===== src/rtl/ocmkai_control_device.sv =====
// OCM-kai switched-I/O control device (ports 0x40-0x42): device select, index and data registers.
// Optional build macro OCMKAI_CTRL_AUTOINC_EN: index post-increments after each selected 0x42 access.
module ocmkai_control_device #(
  parameter logic [7:0] DEVICE_ID       = 8'd213,
  parameter logic [7:0] VERSION         = 8'h01,
  parameter logic [4:0] ESERAM_ID_RESET = 5'd0
) (
  input  logic       clk21m,
  input  logic       reset_n,
  input  logic       req,
  output logic       ack,
  input  logic       wrt,
  input  logic [7:0] adr,
  output logic [7:0] dbi,
  input  logic [7:0] dbo,
  output logic [4:0] eseram_memory_id
);

  // Bus handshake: req is held high for a whole access; the access is
  // performed once on the rising edge of req, and ack is req delayed by one clock.
  logic       req_q, req_d;
  logic       ack_q, ack_d;
  logic [7:0] dbi_q, dbi_d;
  logic [7:0] sel_id_q, sel_id_d;
  logic [7:0] index_q, index_d;
  logic [7:0] reg1_q, reg1_d;
  logic [4:0] eid_q, eid_d;

  logic       access_edge;
  logic       selected;
  logic [7:0] reg_rdata;
  logic [7:0] rdata;

  always_comb begin
    access_edge = req & ~req_q;
    selected    = (sel_id_q == DEVICE_ID);

    case (index_q)
      8'd0:    reg_rdata = VERSION;
      8'd1:    reg_rdata = reg1_q;
      8'd2:    reg_rdata = {3'b000, eid_q};
      default: reg_rdata = 8'hFF;
    endcase

    case (adr)
      8'h40:   rdata = selected ? ~DEVICE_ID : 8'hFF;
      8'h41:   rdata = selected ? index_q : 8'hFF;
      8'h42:   rdata = selected ? reg_rdata : 8'hFF;
      default: rdata = 8'hFF;
    endcase
  end

  always_comb begin
    req_d    = req;
    ack_d    = req;
    dbi_d    = dbi_q;
    sel_id_d = sel_id_q;
    index_d  = index_q;
    reg1_d   = reg1_q;
    eid_d    = eid_q;

    if (access_edge) begin
      if (wrt) begin
        case (adr)
          8'h40: sel_id_d = dbo;
          8'h41: if (selected) index_d = dbo;
          8'h42: begin
            if (selected) begin
              if (index_q == 8'd1) reg1_d = dbo;
              if (index_q == 8'd2) eid_d  = dbo[4:0];
            end
          end
          default: ;
        endcase
      end else begin
        dbi_d = rdata;
      end
`ifdef OCMKAI_CTRL_AUTOINC_EN
      if (selected && (adr == 8'h42)) index_d = index_q + 8'd1;
`endif
    end
  end

  always_ff @(posedge clk21m or negedge reset_n) begin
    if (!reset_n) begin
      req_q    <= 1'b0;
      ack_q    <= 1'b0;
      dbi_q    <= 8'hFF;
      sel_id_q <= 8'h00;
      index_q  <= 8'h00;
      reg1_q   <= 8'h00;
      eid_q    <= ESERAM_ID_RESET;
    end else begin
      req_q    <= req_d;
      ack_q    <= ack_d;
      dbi_q    <= dbi_d;
      sel_id_q <= sel_id_d;
      index_q  <= index_d;
      reg1_q   <= reg1_d;
      eid_q    <= eid_d;
    end
  end

  assign ack              = ack_q;
  assign dbi              = dbi_q;
  assign eseram_memory_id = eid_q;

endmodule

// Legacy spelling kept so older top levels still elaborate.
module ocmkai_control_decice #(
  parameter logic [7:0] DEVICE_ID       = 8'd213,
  parameter logic [7:0] VERSION         = 8'h01,
  parameter logic [4:0] ESERAM_ID_RESET = 5'd0
) (
  input  logic       clk21m,
  input  logic       reset_n,
  input  logic       req,
  output logic       ack,
  input  logic       wrt,
  input  logic [7:0] adr,
  output logic [7:0] dbi,
  input  logic [7:0] dbo,
  output logic [4:0] eseram_memory_id
);
  ocmkai_control_device #(
    .DEVICE_ID(DEVICE_ID), .VERSION(VERSION), .ESERAM_ID_RESET(ESERAM_ID_RESET)
  ) u_dev (
    .clk21m(clk21m), .reset_n(reset_n), .req(req), .ack(ack), .wrt(wrt),
    .adr(adr), .dbi(dbi), .dbo(dbo), .eseram_memory_id(eseram_memory_id)
  );
endmodule


===== config.mk =====
export PLATFORM = sky130hd
export DESIGN_NAME = ocmkai_control_decice
export DESIGN_NICKNAME = d
export VERILOG_FILES = /design/src/rtl/ocmkai_control_device.sv
export SDC_FILE = /design/constraint.sdc
export NUM_CORES = 1
export LEC_CHECK = 0
export CELL_PAD_IN_SITES_DETAIL_PLACEMENT = 0
export CELL_PAD_IN_SITES_GLOBAL_PLACEMENT = 2
export CORE_MARGIN = 8
export CORE_UTILIZATION = 37
export CTS_BUF_LIST = sky130_fd_sc_hd__clkbuf_4 sky130_fd_sc_hd__clkbuf_8 sky130_fd_sc_hd__clkbuf_16
export DETAILED_ROUTE_END_ITERATION = 8
export MAX_ROUTING_LAYER = met4
export PLACE_DENSITY = 0.9
export SLEW_MARGIN = 20
export SYNTH_ARGS = -nofsm -noshare
export SYNTH_HDL_FRONTEND = slang
export SYNTH_SLANG_ARGS = --single-unit

===== constraint.sdc =====
create_clock -name clk21m -period 3.25 [get_ports clk21m]
set_input_delay 0.4875 -clock clk21m [delete_from_list [all_inputs] [get_ports clk21m]]
set_output_delay 0.4875 -clock clk21m [all_outputs]
set_load 0.01 [all_outputs]

# == Word-level counts from Yosys, hierarchy flattened ==
# Cells that the tools add are included.
# totals
out_inout_bits,14
in_bits,20
wordCells,26
regBits,38
# op_classes
muxes,5
n_reduce_logical,6
bitwise_logic,3
n_eq_ne,6
# op_table
cell,n
$pmux W8 S3,2
$eq A8 B7 Y1 const B,3
$mux W8,3
$reduce_and A5 Y1,2
$eq A8 B1 Y1 const B,1
$eq A8 B2 Y1 const B,1
$eq A8 B8 Y1 const B,1
$logic_not A8 Y1,1
$reduce_and A4 Y1,1
$reduce_and A3 Y1,1
$not A1 Y1,2
$reduce_and A2 Y1,1
$and A1 B1 Y1,1

# == Longest topological paths before layout ==
# logic_depth
depth_word,4
ltp_mapped,5
depth_no_buf,4

# == Worst setup path before layout ==
# OpenSTA, ideal clock, no wires.
# synth_path
kind,in2reg
startpoint,input adr[7]
endpoint,register u_dev.reg1_q[0]
t_required_ps,3125
setup_time_ps,125
setup_slack_ps,1184
arrival_time_ps,1941
n_path_buf,0
path_stages,4
cell_sequence,nor4b_4 nand4_2 nor4_4 mux2_2
# synth_via
elab_chain_len,2
# synth_rtl
item,line,text
start: declaration,121,"input logic [7:0] adr,"
$eq A8 B7 Y1,64,case (adr)
$reduce_and A5 Y1 (no line),--,
end signal: assignment,99,reg1_q <= reg1_d;
end: declaration,26,"logic [7:0] reg1_q, reg1_d;"
# Every way passes these cells.
# A chain may end at the register's enable or synchronous reset.

# == Worst setup path after layout ==
# layout_path
startpoint,input adr[7]
endpoint,register u_dev.reg1_q[4]
# Same word-level chain as after synthesis.

==> results.md <==
* Power Dens Cells at between 300 and 400 nW/um2
* Max transition margin at 0.5867
* Clk buf depth at 2
* Port bufs at 33
* HP Class: flip-flop to flip-flop
* Final worst path period share at 0.7557
* Vias per cell at 5.244
* Critical Path Start Type: input pin
* Setup TNS at 0 ps
* Synthesis-to-layout area growth at 26.95%
* Maximum vdd drop at 189.2 uV
* Outcome: complete, no violations
* Vias at around 1,300
* Post-DP HPWL at 3391 um
* Core Area at 4723 um2
* Starting Density at 0.3844
* Worst Setup End Kind: flip-flop
* Fmax at 407.2 MHz
* Root buffer cell: clkbuf_8
* Htree depth at 2
* DR pass1 iterations at 4
* Antenna diodes at 0
* Synthesized instance count at 146
* Post-route design area at 2305 um2
* Synth Cell Area at 1815 um2
* Clock Skews at ~9.2 ps
* Worst-Skew Late Latency at ~290 ps
* Die area at 7405 um2
* Worst Path Required at 3420 ps
* Slowest-stage cell, CP: nor4_4
* Die width at 86.05 um
* Post-synth EDFFs at 0
* Initial DRC count at 83
* Ys Warns at 0
* Die H at 86.05 um
* Main flop type after synthesis: dfrtp_1
* Post-DP Area at 2207 um2
* Syn_area_per_cell at 12.43 um2
* RSZ-0062 raised after global routing: no
* Register area share after synthesis at 0.5293
* CTS Sinks at 38
* Final antenna-violating net count at 0
* # IOs at 34
* Leak pwr at approximately 0.0010 uW
* Syn Nets at between 150 and 200
* WHS Path Cells at 1
* Worst-path maximum fanout at 8
* TritonCTS clock tree: yes
* Finish-stage setup viols at 0
* Register bit count reported by yosys at 38
* CTS Hold Bufs at 0
* Vias in the first global route at 1,409
* CTS resizes at 0
* Max Cap Viol at 0
* CTS buffer count at 5
* WL/cell at 17.61 um
* Synth unique cells at 33
* Grt ovf at 0
* Worst Max-Slew Pin Slew at about 620 ps
* Clock-pin slew reported for the worst setup and hold paths after clock tree synthesis at 60 ps
* GP Congestion at 0.9063
* Setup CP Type: input pin to flip-flop
* Setup bufs post-CTS at 0
* Rows at 25
* Arrival time at the worst endpoint at 2630 ps
* Core Util, Final at 0.4879
* Min cycle time layout at approximately 2500 ps
* Final cell count without fillers at 250
* Nets at 202
* Antenna violations before repair at 0
* All-Layer GR Usage at 0.1311
* DRC at 0
* Largest net degree at the start of global routing at 39
* Share of cells above drive strength 1 at 0.2951
* Final Hold Vio Count at 0
* Global-route wire length before repair at 7265 um
* Asr flop ratio synth at 1.000
* Worst r2r path cells at 4
* Drt total wl at 4402 um
* Slowest Stage Delay on Critical Path at about 630 ps
* CP cell instances: clkdlybuf4s50_1 -> nor4b_4 -> nand4_2 -> nor4_4 -> mux2_2
* Dpl cells at 242
* Max Slew Vio Count at 0
[power breakdown]
part / switching, uW / internal (uW) / total [uW]
Combinational: 34.3 / 31.4 / 65.7
Clock: 158 / 190 / 347
Sequential: 1.45 / 476 / 478
Total: 193 / 697 / 891
[worst max-delay path, delay by kind of cell]
kind | cells | cell delay (ps)
multiplexers | 1 | 400
AND/OR/NAND/NOR | 3 | 1300
buffers and inverters | 1 | 440
[registers in the layout (all words and copies together) (netlist names)]
register	cells
u_dev.reg1_q	8
u_dev.eseram_memory_id	5
u_dev.sel_id_q	8
u_dev.req_q	1
u_dev.dbi	8
u_dev.index_q	8
[Yosys cell counts (all sizes together) (4+ instances only)]
| master | n | area share |
|---|---|---|
| nor2 | 14 | 0.029 |
| mux2 | 29 | 0.18 |
| nand4 | 4 | 0.017 |
| dfstp | 8 | 0.12 |
| dfrtp | 30 | 0.41 |
| nor4 | 4 | 0.042 |
| nand2 | 7 | 0.014 |
| a21oi | 9 | 0.025 |
| o21a | 4 | 0.017 |
| o21ai | 7 | 0.019 |
[per-layer routing]
metal / global-route usage / vias up / part of all wire
li1: - / 613 / -
met1: 0.1432 / 646 / 0.42
met2: 0.2071 / 38 / 0.49
met3: 0.03629 / 14 / 0.050
met4: 0.08280 / 0 / 0.039
met5: - / - / 0
[final cells by class]
class,count,area (um2)
repair buffers,35,345.3
inverters,1,3.754
clock buffers,8,97.59
multi-input cells,101,813.3
flip-flops and latches,38,960.9
fillers,417,2419
well taps,67,83.83
[cells by family after synthesis]
family,count (synthesis),share of synthesized area
AO/OA/AOI/OAI,30,0.1006
multiplexers,29,0.1819
flip-flops,38,0.5293
buffers and inverters,7,0.02274
AND/OR/NAND/NOR,42,0.1654
[cell usage in the layout, fill, tap and decap left out, types with 2 or more instances in the layout]
cell             instances
clkbuf_4                 2
dfrtp_1                 30
mux2_2                  28
o21ai_0                  7
o21a_1                   4
buf_4                    2
a21oi_1                  9
nor2_1                  14
dfstp_2                  8
o22ai_1                  3
nor4_4                   3
nand2_1                  7
nor2b_1                  2
a31oi_1                  3
clkbuf_8                 6
o22a_1                   2
nand4_1                  3
nand3_1                  2
clkdlybuf4s50_1         33
[metrics by stage]
stage,worst slack [ps],hold slack (ps),power (uW)
floorplan,1184,191.9,506.7
finish,794.1,497.5,890.7
CTS,798.4,502.7,903.7
global route,677.1,525.5,927.8
detailed placement,483.0,487.3,553.0
global placement,550.9,479.9,551.5
[final timing paths]
check                                  start           endpoint  slack, ps
max in group asynchronous            reset_n       u_dev.dbi[1]       2270
min in group asynchronous            reset_n        u_dev.req_q        610
min reg2reg                u_dev.sel_id_q[5]  u_dev.sel_id_q[5]        500
min                        u_dev.sel_id_q[5]  u_dev.sel_id_q[5]        500
max                                   adr[7]    u_dev.reg1_q[4]        790
max reg2reg                 u_dev.index_q[2]    u_dev.reg1_q[4]        970
Note: power is estimated with default switching activity, not from simulation.
